File: src/rtl/pc_sequencer_pkg.sv
// Shared definitions for the PC sequencer: word width, next-PC select codes, FSM states.
package pc_sequencer_pkg;
    localparam int WORD_W = 32;

    typedef logic [1:0] sel_t;
    localparam sel_t SEL_SEQ  = 2'b00;
    localparam sel_t SEL_JUMP = 2'b01;
    localparam sel_t SEL_JM   = 2'b10;
    localparam sel_t SEL_BR   = 2'b11;

    typedef enum logic {
        ST_RUN    = 1'b0,
        ST_JM_REQ = 1'b1
    } state_e;
endpackage

File: src/rtl/pc_sequencer_if.sv
// Control, memory-fetch and link bundle between the decoder/memory side (master) and the sequencer (slave).
interface pc_sequencer_if;
    import pc_sequencer_pkg::*;

    logic              instr_valid;
    sel_t              sel;
    logic              jbrn;
    logic              link_en;
    logic [15:0]       imm;
    logic [25:0]       jaddr;
    logic [WORD_W-1:0] rs_val;
    logic              mem_ack;
    logic [WORD_W-1:0] mem_rdata;
    logic [WORD_W-1:0] pc;
    logic              stall;
    logic              mem_req;
    logic [WORD_W-1:0] mem_addr;
    logic              link_we;
    logic [WORD_W-1:0] link_data;
    logic              exc;

    modport master (
        output instr_valid, sel, jbrn, link_en, imm, jaddr, rs_val, mem_ack, mem_rdata,
        input  pc, stall, mem_req, mem_addr, link_we, link_data, exc
    );

    modport slave (
        input  instr_valid, sel, jbrn, link_en, imm, jaddr, rs_val, mem_ack, mem_rdata,
        output pc, stall, mem_req, mem_addr, link_we, link_data, exc
    );
endinterface

File: src/rtl/pc_sequencer_target_calc.sv
// Combinational next-PC candidates: sequential, branch, absolute jump and jm fetch address.
module pc_target_calc
    import pc_sequencer_pkg::*;
(
    input  logic [WORD_W-1:0] pc_i,
    input  logic [15:0]       imm_i,
    input  logic [25:0]       jaddr_i,
    input  logic [WORD_W-1:0] rs_val_i,
    output logic [WORD_W-1:0] pc4_o,
    output logic [WORD_W-1:0] bt_o,
    output logic [WORD_W-1:0] jt_o,
    output logic [WORD_W-1:0] ma_o
);
    logic [WORD_W-1:0] imm_sext;

    assign imm_sext = {{(WORD_W-16){imm_i[15]}}, imm_i};
    assign pc4_o    = pc_i + 32'd4;
    assign bt_o     = pc4_o + {imm_sext[WORD_W-3:0], 2'b00};
    assign jt_o     = {pc4_o[31:28], jaddr_i, 2'b00};
    assign ma_o     = rs_val_i + imm_sext;
endmodule

File: src/rtl/pc_sequencer.sv
// Program-counter sequencer with memory-indirect jump fetch FSM and link strobe.
// Optional macro PC_ALIGN_CHECK_EN traps misaligned non-sequential targets to EXC_VECTOR.
module pc_sequencer
    import pc_sequencer_pkg::*;
#(
    parameter logic [31:0] RESET_PC   = 32'h0000_0000,
    parameter logic [31:0] EXC_VECTOR = 32'h0000_0080
) (
    input logic           clk,
    input logic           rst_n,
    pc_sequencer_if.slave bus
);
    state_e            state_q, state_d;
    logic [WORD_W-1:0] pc_q, pc_d;
    logic              mem_req_q, mem_req_d;
    logic [WORD_W-1:0] mem_addr_q, mem_addr_d;
    logic              link_we_q, link_we_d;
    logic [WORD_W-1:0] link_data_q, link_data_d;
    logic              exc_q, exc_d;

    logic [WORD_W-1:0] pc4, bt, jt, ma;
    logic [WORD_W-1:0] target;
    logic              load;

    pc_target_calc u_calc (
        .pc_i     (pc_q),
        .imm_i    (bus.imm),
        .jaddr_i  (bus.jaddr),
        .rs_val_i (bus.rs_val),
        .pc4_o    (pc4),
        .bt_o     (bt),
        .jt_o     (jt),
        .ma_o     (ma)
    );

    always_comb begin
        state_d     = state_q;
        pc_d        = pc_q;
        mem_req_d   = mem_req_q;
        mem_addr_d  = mem_addr_q;
        link_we_d   = 1'b0;
        link_data_d = link_data_q;
        exc_d       = 1'b0;
        target      = pc4;
        load        = 1'b0;

        unique case (state_q)
            ST_RUN: begin
                if (bus.instr_valid) begin
                    if (bus.link_en) begin
                        link_we_d   = 1'b1;
                        link_data_d = pc4;
                    end
                    unique case (bus.sel)
                        SEL_SEQ:  begin target = pc4; load = 1'b1; end
                        SEL_BR:   begin target = bt;  load = 1'b1; end
                        SEL_JUMP: begin target = bus.jbrn ? bus.rs_val : jt; load = 1'b1; end
                        SEL_JM: begin
                            // pc holds until the fetched target word arrives
                            mem_addr_d = ma;
                            mem_req_d  = 1'b1;
                            state_d    = ST_JM_REQ;
                        end
                    endcase
                end
            end
            ST_JM_REQ: begin
                if (bus.mem_ack) begin
                    target    = bus.mem_rdata;
                    load      = 1'b1;
                    mem_req_d = 1'b0;
                    state_d   = ST_RUN;
                end
            end
            default: state_d = ST_RUN;
        endcase

        if (load) begin
`ifdef PC_ALIGN_CHECK_EN
            // sequential loads are exempt; every other source is trapped when misaligned
            if (target[1:0] != 2'b00 && !(state_q == ST_RUN && bus.sel == SEL_SEQ)) begin
                pc_d  = EXC_VECTOR;
                exc_d = 1'b1;
            end else begin
                pc_d  = target;
            end
`else
            pc_d = {target[WORD_W-1:2], 2'b00};
`endif
        end
    end

`ifndef PC_ALIGN_CHECK_EN
    logic unused_align;
    assign unused_align = ^{EXC_VECTOR, target[1:0], exc_d};
`endif

    always_ff @(posedge clk or negedge rst_n) begin
        if (!rst_n) begin
            state_q     <= ST_RUN;
            pc_q        <= RESET_PC;
            mem_req_q   <= 1'b0;
            mem_addr_q  <= '0;
            link_we_q   <= 1'b0;
            link_data_q <= '0;
            exc_q       <= 1'b0;
        end else begin
            state_q     <= state_d;
            pc_q        <= pc_d;
            mem_req_q   <= mem_req_d;
            mem_addr_q  <= mem_addr_d;
            link_we_q   <= link_we_d;
            link_data_q <= link_data_d;
`ifdef PC_ALIGN_CHECK_EN
            exc_q       <= exc_d;
`else
            exc_q       <= 1'b0;
`endif
        end
    end

    assign bus.pc        = pc_q;
    assign bus.stall     = (state_q == ST_JM_REQ);
    assign bus.mem_req   = mem_req_q;
    assign bus.mem_addr  = mem_addr_q;
    assign bus.link_we   = link_we_q;
    assign bus.link_data = link_data_q;
    assign bus.exc       = exc_q;
endmodule

File: src/flat_wrapper.sv
// flat-port wrapper written by rule: the top's interface ports become plain ports
module pc_sequencer_flat import pc_sequencer_pkg::*;
#(
    parameter logic [31:0] RESET_PC   = 32'h0000_0000,
    parameter logic [31:0] EXC_VECTOR = 32'h0000_0080
)
  (clk, rst_n, bus_instr_valid, bus_sel, bus_jbrn, bus_link_en, bus_imm, bus_jaddr, bus_rs_val, bus_mem_ack, bus_mem_rdata, bus_pc, bus_stall, bus_mem_req, bus_mem_addr, bus_link_we, bus_link_data, bus_exc);
  pc_sequencer_if bus_i ();
  input logic clk;
  input logic rst_n;
  input wire logic [$bits(bus_i.instr_valid)-1:0] bus_instr_valid;
  input wire logic [$bits(bus_i.sel)-1:0] bus_sel;
  input wire logic [$bits(bus_i.jbrn)-1:0] bus_jbrn;
  input wire logic [$bits(bus_i.link_en)-1:0] bus_link_en;
  input wire logic [$bits(bus_i.imm)-1:0] bus_imm;
  input wire logic [$bits(bus_i.jaddr)-1:0] bus_jaddr;
  input wire logic [$bits(bus_i.rs_val)-1:0] bus_rs_val;
  input wire logic [$bits(bus_i.mem_ack)-1:0] bus_mem_ack;
  input wire logic [$bits(bus_i.mem_rdata)-1:0] bus_mem_rdata;
  output wire logic [$bits(bus_i.pc)-1:0] bus_pc;
  output wire logic [$bits(bus_i.stall)-1:0] bus_stall;
  output wire logic [$bits(bus_i.mem_req)-1:0] bus_mem_req;
  output wire logic [$bits(bus_i.mem_addr)-1:0] bus_mem_addr;
  output wire logic [$bits(bus_i.link_we)-1:0] bus_link_we;
  output wire logic [$bits(bus_i.link_data)-1:0] bus_link_data;
  output wire logic [$bits(bus_i.exc)-1:0] bus_exc;
  assign bus_i.instr_valid = bus_instr_valid;
  assign bus_i.sel = bus_sel;
  assign bus_i.jbrn = bus_jbrn;
  assign bus_i.link_en = bus_link_en;
  assign bus_i.imm = bus_imm;
  assign bus_i.jaddr = bus_jaddr;
  assign bus_i.rs_val = bus_rs_val;
  assign bus_i.mem_ack = bus_mem_ack;
  assign bus_i.mem_rdata = bus_mem_rdata;
  assign bus_pc = bus_i.pc;
  assign bus_stall = bus_i.stall;
  assign bus_mem_req = bus_i.mem_req;
  assign bus_mem_addr = bus_i.mem_addr;
  assign bus_link_we = bus_i.link_we;
  assign bus_link_data = bus_i.link_data;
  assign bus_exc = bus_i.exc;
  pc_sequencer #(.RESET_PC(RESET_PC), .EXC_VECTOR(EXC_VECTOR)) u_core (.clk(clk), .rst_n(rst_n), .bus(bus_i));
endmodule
File: config.mk
export PLATFORM = sky130hd
export DESIGN_NAME = pc_sequencer_flat
export DESIGN_NICKNAME = d
export VERILOG_FILES = /design/src/rtl/pc_sequencer_pkg.sv /design/src/rtl/pc_sequencer_if.sv /design/src/rtl/pc_sequencer_target_calc.sv /design/src/rtl/pc_sequencer.sv /design/src/flat_wrapper.sv
export SDC_FILE = /design/constraint.sdc
export NUM_CORES = 1
export LEC_CHECK = 0
export ABC_AREA = 1
export ABC_CLOCK_PERIOD_IN_PS = 4400
export BUFFER_PORTS_ARGS = -buffer_cell sky130_fd_sc_hd__buf_2
export CORE_MARGIN = 3
export CORE_UTILIZATION = 42
export DETAILED_ROUTE_END_ITERATION = 12
export SYNTH_ARGS = -nofsm -noshare
export SYNTH_HDL_FRONTEND = slang
export SYNTH_SLANG_ARGS = --single-unit
File: constraint.sdc
create_clock -name clk -period 4.4 [get_ports clk]
set_clock_uncertainty 0.2 [all_clocks]
set_input_delay 0.22 -clock clk [delete_from_list [all_inputs] [get_ports clk]]
set_output_delay 0.22 -clock clk [all_outputs]
set_load 0.05 [all_outputs]
### Word level (Yosys, flattened, before mapping)

Cells that the tools add are included.
W data, S select, Z words.

| word-level totals | value |
|---|---|
| register bits after elaboration | 97 |
| input port bits | 114 |
| output and inout bits | 100 |
| word-level logic and storage cells | 41 |

| operators by class | value |
|---|---|
| add/subtract/negate cells | 3 |
| equal/unequal tests | 6 |
| mux-type cells | 20 |
| bitwise gates (word level) | 1 |
| reductions and logical operators | 5 |

Operator list:

| operator | number |
|---|---|
| $pmux W32 S2 | 2 |
| $mux W32 | 3 |
| $add A32 B32 Y32 | 2 |
| $add A32 B3 Y32 const B | 1 |
| $mux W1 | 12 |
| $reduce_and A3 Y1 | 3 |
| $ne A2 B2 Y1 const B | 3 |
| $pmux W1 S2 | 3 |
| $eq A2 B2 Y1 const B | 2 |
| $reduce_or A3 Y1 | 1 |
| $eq A2 B1 Y1 const B | 1 |
| $logic_not A2 Y1 | 1 |
| $not A1 Y1 | 1 |

### Logic depth before layout (Yosys ltp)

| depth | value |
|---|---|
| depth in word-level cells | 5 |
| depth in mapped cells | 28 |
| mapped depth without buffers | 28 |

### Cells and area by module

A second synthesis with hierarchy kept.

| unflattened totals | value |
|---|---|
| cell total of the unflattened synthesis | 1,796 |
| area total of the unflattened synthesis | 10,516.3 um^2 |

Modules (own cells, without submodules):

| module | times used | cells each | area each (um^2) | sequential area each (um^2) |
|---|---|---|---|---|
| pc_target_calc | 1 | 1,044 | 5,368.9 | 0.0 |
| pc_sequencer | 1 | 752 | 5,147.4 | 2,427.3 |

### Worst setup path before layout

No wires, ideal clock.

| path | value |
|---|---|
| path type | reg2reg |
| start | register u_core.pc_q[2] (netlist: u_core.bus.pc[2]) |
| end | register u_core.pc_q[29] (netlist: u_core.bus.pc[29]) |
| library setup time | 0.078 ns |
| arrival | 3.432 ns |
| data required time | 4.122 ns |
| setup slack | 0.690 ns |
| cell stages (with the launch flop) | 24 |
| path buffers | 0 |
| clock period less this slack | 3.710 ns |
| path through | dfrtp_1 > ha_1 > nand2_2 > nor2_4 > nand2_4 > nor3_4 > nor3b_4 > nand2_2 > xor2_1 > inv_1 > ha_1 > nand2_1 > nor2_1 > nor2_1 > nand2_1 > a21oi_1 > nand2_1 > nand2_1 > nand3_1 > nand2_1 > nand2_1 > nand2_1 > nand2_1 > a21oi_1 |

| between the ends | value |
|---|---|
| word-level cells in the longest chain between the ends | 5 |
| elaborated cells on any way between the ends | 7 |
| those cells by class | add/sub: 2; mux: 5 |

RTL lines:

| what | line | source |
|---|---|---|
| from (decl) | pc_sequencer.sv:14 | `logic [WORD_W-1:0] pc_q, pc_d;` |
| from (signal assigned) | pc_sequencer.sv:109 | `pc_q <= pc_d;` |
| $add A32 B3 Y32 | pc_sequencer_target_calc.sv:17 | `assign pc4_o = pc_i + 32'd4;` |
| via u_core.pc4[20] | pc_sequencer.sv:21 | `logic [WORD_W-1:0] pc4, bt, jt, ma;` |
| $add A32 B32 Y32 | pc_sequencer_target_calc.sv:18 | `assign bt_o = pc4_o + {imm_sext[WORD_W-3:0], 2'b00};` |
| $pmux W32 S2 | pc_sequencer.sv:54 | `unique case (bus.sel)` |
| $mux W32 | pc_sequencer.sv:49 | `if (bus.instr_valid) begin` |
| $pmux W32 S2 | pc_sequencer.sv:47 | `unique case (state_q)` |

The timed path passes the listed nets, and every way through them passes these cells.
A chain may end at the register's enable or synchronous reset.

### Worst setup path in the final report

Same ends and word-level chain as after synthesis.

==> tab_implementation.tex <==
\begin{tabular}{lr}
\hline
Metric & Value \\
\hline
\multicolumn{2}{l}{\textbf{Power and ir drop}} \\
\quad Clock network fraction of total power & 0.138 \\
\quad Net Sw Frac & 0.578 \\
\quad Part of the power in registers & 0.224 \\
\quad Power consumption & 0.00629 W \\
\quad Share of total power in combinational logic & 0.638 \\
\quad Leakage power figure & 5.81 nW \\
\quad Internal Pwr Total & 0.00265 W \\
\quad Net Switching & 0.00363 W \\
\quad Pwr Density & 573 nW/µm² \\
\quad Worst vdd ir & 0.227 mV \\
\multicolumn{2}{l}{\textbf{Global route}} \\
\quad Total grt overflow & 0 \\
\quad Maximum number of pins on one net before global-route repair & 69 \\
\quad Number of global-route vias before repair & 9850 \\
\quad GRT Resource Usage Total & 0.291 \\
\quad Antenna violations before repair & 0 \\
\quad Wire length of the first global-routing pass & 54.6 mm \\
\multicolumn{2}{l}{\textbf{Worst setup path}} \\
\quad Critical path class & reg2reg \\
\quad Crit path arrival time & 4.08 ns \\
\quad Flop2flop setup slack & 0.43 ns \\
\quad Nature of the critical path endpoint & flop \\
\quad Endpoint of the worst-slack reg-to-reg timing path & u\_core.bus.pc[29] \\
\quad Required time of the critical path & 4.50 ns \\
\quad Startpoint of the lowest-slack register-to-register path & u\_core.bus.pc[2] \\
\quad Worst-path cell with the longest stage delay & sky130\_fd\_sc\_hd\_\_dfrtp\_2 \\
\quad Critical Path Start Type & flop \\
\quad Critical Path, Cell by Cell & ha\_1, nand2\_2, nor2\_4, nand2\_4, nor3\_4, nor3b\_4, nand2\_2, xor2\_1, inv\_1, ha\_1, nand2\_1, nor2\_1, nor2\_1, nand2\_1, a21oi\_1, nand2\_1, nand2\_1, nand3\_1, nand2\_1, nand2\_1, nand2\_1, nand2\_1, a21oi\_1 \\
\quad Maximum fanout count along the critical path & 7 \\
\quad Number of cells on the worst reg-to-reg path & 23 \\
\quad Launching instance or port of the critical path & u\_core.bus.pc[2] \\
\quad Most prevalent standard cell on the critical path & sky130\_fd\_sc\_hd\_\_nand2\_1 \\
\quad Largest stage delay, worst path & 0.43 ns \\
\multicolumn{2}{l}{\textbf{Placement}} \\
\quad Total of buffers placed on input and output ports & 206 \\
\quad Final HPWL from detailed placement & 28.4 mm \\
\quad Final weighted congestion in routability-driven placement & 0.947 \\
\multicolumn{2}{l}{\textbf{Outcome}} \\
\quad Outcome & complete, but fails checks \\
\quad Violations in the final reports & hold timing \\
\multicolumn{2}{l}{\textbf{CTS}} \\
\quad Clk buf depth & 2 \\
\quad Number of buffers created by CTS & 9 \\
\quad Clock tree sinks & 95 \\
\quad Clock latency reported for the late side of the worst-skew pair & 0.37 ns \\
\quad Cell at the root of the clock tree & sky130\_fd\_sc\_hd\_\_clkbuf\_16 \\
\quad Clock Pin Slew Worst Setup and Hold Paths & 0.08 ns \\
\quad Total number of H-tree levels & 3 \\
\quad Clock tree from TritonCTS & built \\
\multicolumn{2}{l}{\textbf{Timing}} \\
\quad Count of final hold-check violations & 1 \\
\quad Unrepaired setup endpoints after global routing & no \\
\quad Max-Slew Margin vs Limit & 0.343 \\
\quad Pins over their slew limit & 0 \\
\quad Slew at the pin with the worst max-slew slack & 0.984 ns \\
\quad Count of endpoints failing setup in the final report & 0 \\
\quad Sum Neg Setup Slack & 0 ns \\
\quad Tcrit/Tclk final & 0.903 \\
\quad Time the final worst path needs with I/O delays and setup & 3.97 ns \\
\quad Highest attainable clock frequency & 252 MHz \\
\quad Worst Hold Slack & -0.0198 ns \\
\multicolumn{2}{l}{\textbf{Cells and area}} \\
\quad Final Net Count & 1841 \\
\quad Final antenna diode count & 0 \\
\quad Fraction of layout instances using a drive strength above 1 & 0.159 \\
\quad Count of fill cells added during filler insertion & 2316 \\
\quad Layout overhead on the synthesized area & 19.9\% \\
\multicolumn{2}{l}{\textbf{Logic synthesis}} \\
\quad Summed instance area of the synthesized netlist & 9150 µm² \\
\quad Average cell area after synthesis & 6.33 µm² \\
\quad Portion of the post-synthesis area used by sequential elements & 0.260 \\
\quad Unique cell type count in the Yosys netlist & 52 \\
\quad Yosys warns & 0 \\
\quad Yosys reg bits & 95 \\
\quad Cell count after synthesis & 1447 \\
\multicolumn{2}{l}{\textbf{Worst hold path}} \\
\quad Hold Path Stages & 3 \\
\quad Hold path startpoint & bus\_mem\_rdata[31] \\
\quad Hold Path End & u\_core.bus.pc[31] \\
\quad Type of the most critical hold path & in2reg \\
\multicolumn{2}{l}{\textbf{Floorplan}} \\
\quad Width of the chip & 154 µm \\
\quad Number of rows in the core area & 53 \\
\quad Floorplan die height & 154 µm \\
\quad Initial cell density of the core & 0.431 \\
\quad Die Footprint & 23600 µm² \\
\quad Num ports & 214 \\
\quad Placeable core area & 21200 µm² \\
\multicolumn{2}{l}{\textbf{Job}} \\
\quad Max-cap violations & 0 \\
\multicolumn{2}{l}{\textbf{Drt}} \\
\quad Uppermost metal layer occupied by signal nets & met4 \\
\quad WL final & 34.9 mm \\
\quad Routed wl met3 & 2.36 mm \\
\quad Post-detailed-route count of antenna-violating nets & 0 \\
\quad Detailed-route wire length per cell & 18.0 µm \\
\quad Number of detailed-route iterations in the first pass & 5 \\
\quad First-iteration detailed-routing DRC count & 889 \\
\quad Number of design rule violations left after detail routing & 0 \\
\quad Sum of met2 wire segment lengths after detailed routing & 15.7 mm \\
\quad Via density per instance & 5.33 \\
\quad WL met1 & 16.2 mm \\
\quad Routed vias & 10300 \\
\hline
\end{tabular}
[worst max-delay path by stage]
stage	endpoint	slack, ns	depth (start not counted)
final	u_core.bus.pc[29]	0.43	23
after global routing	u_core.bus.pc[29]	0.05	22
after CTS	u_core.bus.pc[29]	0.40	23
after detailed placement	u_core.bus.pc[29]	0.42	23
after global placement	u_core.bus.pc[29]	0.49	23
after floorplan	u_core.bus.pc[29]	0.69	23
[flip-flops by register name, indices dropped and copies added (netlist names)]
name and count:
u_core.bus.mem_addr 32, u_core.bus.stall 1, u_core.bus.mem_req 1, u_core.bus.link_data 30, u_core.bus.pc 30, u_core.bus.link_we 1
[through the flow]
stage | area (µm²) | util | cells | setup slack [ns] | hold WS [ns]
floorplan | 9170 | - | 1451 | 0.690 | -0.276
global placement | 10400 | 0.492 | 1901 | 0.486 | 0.200
detailed placement | 10400 | 0.492 | 1901 | 0.424 | 0.203
CTS | 11000 | 0.517 | 1940 | 0.405 | 0.000678
global route | 11000 | 0.517 | 1940 | 0.0533 | 0.0144
finish | 11000 | 0.517 | 1940 | 0.428 | -0.0198
[cell type report]
| class | instances | area [µm²] | area share |
|---|---|---|---|
| repair buffers | 239 | 1340 | 0.122 |
| inverters | 159 | 597 | 0.0544 |
| multi-input cells | 1156 | 6010 | 0.548 |
| clock buffers | 9 | 225 | 0.0205 |
| flip-flops and latches | 95 | 2380 | 0.217 |
| clock inverters | 7 | 81.3 | 0.00741 |
| well taps | 275 | 344 | 0.0313 |
[cells by family (layout without fill, tap and decap cells)]
family / Yosys count / count (layout) / synth area share
AO/OA/AOI/OAI: 313 / 313 / 0.184
other: 1 / 5 / 0.000410
buffers and inverters: 200 / 414 / 0.0853
adder cells (fa/ha/maj): 67 / 67 / 0.0932
AND/OR/NAND/NOR: 726 / 726 / 0.334
XOR/XNOR: 44 / 44 / 0.0421
multiplexers: 1 / 1 / 0.00109
flip-flops: 95 / 95 / 0.260
[placed cells by master, fill, tap and decap left out, types with 3 or more instances in the layout]
| cell | n |
|---|---|
| sky130_fd_sc_hd__a21o_1 | 5 |
| sky130_fd_sc_hd__a21oi_1 | 133 |
| sky130_fd_sc_hd__a21oi_2 | 4 |
| sky130_fd_sc_hd__a22oi_1 | 3 |
| sky130_fd_sc_hd__a31oi_1 | 10 |
| sky130_fd_sc_hd__buf_2 | 205 |
| sky130_fd_sc_hd__buf_4 | 11 |
| sky130_fd_sc_hd__clkbuf_16 | 9 |
| sky130_fd_sc_hd__conb_1 | 5 |
| sky130_fd_sc_hd__dfrtp_1 | 94 |
| sky130_fd_sc_hd__dlygate4sd3_1 | 23 |
| sky130_fd_sc_hd__ha_1 | 65 |
| sky130_fd_sc_hd__inv_1 | 156 |
| sky130_fd_sc_hd__nand2_1 | 430 |
| sky130_fd_sc_hd__nand2_2 | 5 |
| sky130_fd_sc_hd__nand3_1 | 76 |
| sky130_fd_sc_hd__nand3b_1 | 6 |
| sky130_fd_sc_hd__nand4_1 | 17 |
| sky130_fd_sc_hd__nor2_1 | 149 |
| sky130_fd_sc_hd__nor2_4 | 3 |
| sky130_fd_sc_hd__nor3_1 | 14 |
| sky130_fd_sc_hd__nor4_1 | 4 |
| sky130_fd_sc_hd__o21a_1 | 3 |
| sky130_fd_sc_hd__o21ai_0 | 120 |
| sky130_fd_sc_hd__o21ai_1 | 8 |
| sky130_fd_sc_hd__o21bai_1 | 9 |
| sky130_fd_sc_hd__o22ai_1 | 6 |
| sky130_fd_sc_hd__or2_2 | 8 |
| sky130_fd_sc_hd__xnor2_1 | 16 |
| sky130_fd_sc_hd__xor2_1 | 28 |
[power groups by stage]
stage / Sequential, W / Clock [W] / Combinational, W
2_1_floorplan: 0.00235 / 0 / 0.00192
3_3_place_gp: 0.00141 / 0 / 0.00395
3_5_place_dp: 0.00142 / 0 / 0.00397
4_1_cts: 0.00140 / 0.000878 / 0.00400
5_1_grt: 0.00145 / 0.000910 / 0.00441
6_report: 0.00141 / 0.000865 / 0.00401
[metal layers]
metal / vias to the layer above / global-route usage
met1: 4763 / 0.409
met5: - / 0
met2: 366 / 0.476
met4: 0 / 0.0631
li1: 5172 / -
met3: 40 / 0.0456
[worst max-delay path: cells and delay by family, from the launching register on]
kind | cells | cell delay (ns)
AOI/OAI and AO/OA | 2 | 0.30
buffers and inverters | 1 | 0.09
DFF | 1 | 0.43
adders and majority gates | 2 | 0.57
and+or+nand+nor | 17 | 2.07
xor gates and xnor gates | 1 | 0.26
[repair_timing]
action,in CTS,in global routing
resized for setup,0,1
hold buffers,23,0
endpoints found under the hold margin,89,0
setup buffers,0,0
setup endpoints to repair,0,1
[cells in the mapped netlist (all sizes together)]
library cell    n  area share
nor4            5      0.0051
fa              2      0.0044
nor3           17       0.012
o2111ai         1     0.00096
nand4          17       0.012
a221oi          2      0.0019
ha             65       0.089
nand3b          6      0.0049
nor2          154       0.066
a21boi          2      0.0016
clkbuf         27       0.011
o22ai           6      0.0041
mux2i           1      0.0011
a22oi           3      0.0025
o21bai          9      0.0074
a21o            5      0.0041
and2            3      0.0022
a31oi          10      0.0068
nand3          77       0.043
xor2           28       0.027
nand2         436        0.18
or2            10      0.0068
dfrtp          95        0.26
o21a            3      0.0025
xnor2          16       0.015
a211oi          1     0.00082
inv           158       0.065
a21oi         137       0.076
buf            14      0.0090
o221ai          2      0.0019
clkinv          1     0.00041
o21ai         128       0.070
o22a            1     0.00096
o211ai          2      0.0016
nor3b           1      0.0021
o31ai           1     0.00082
conb            1     0.00041
Note: power is estimated with default switching activity, not from simulation.
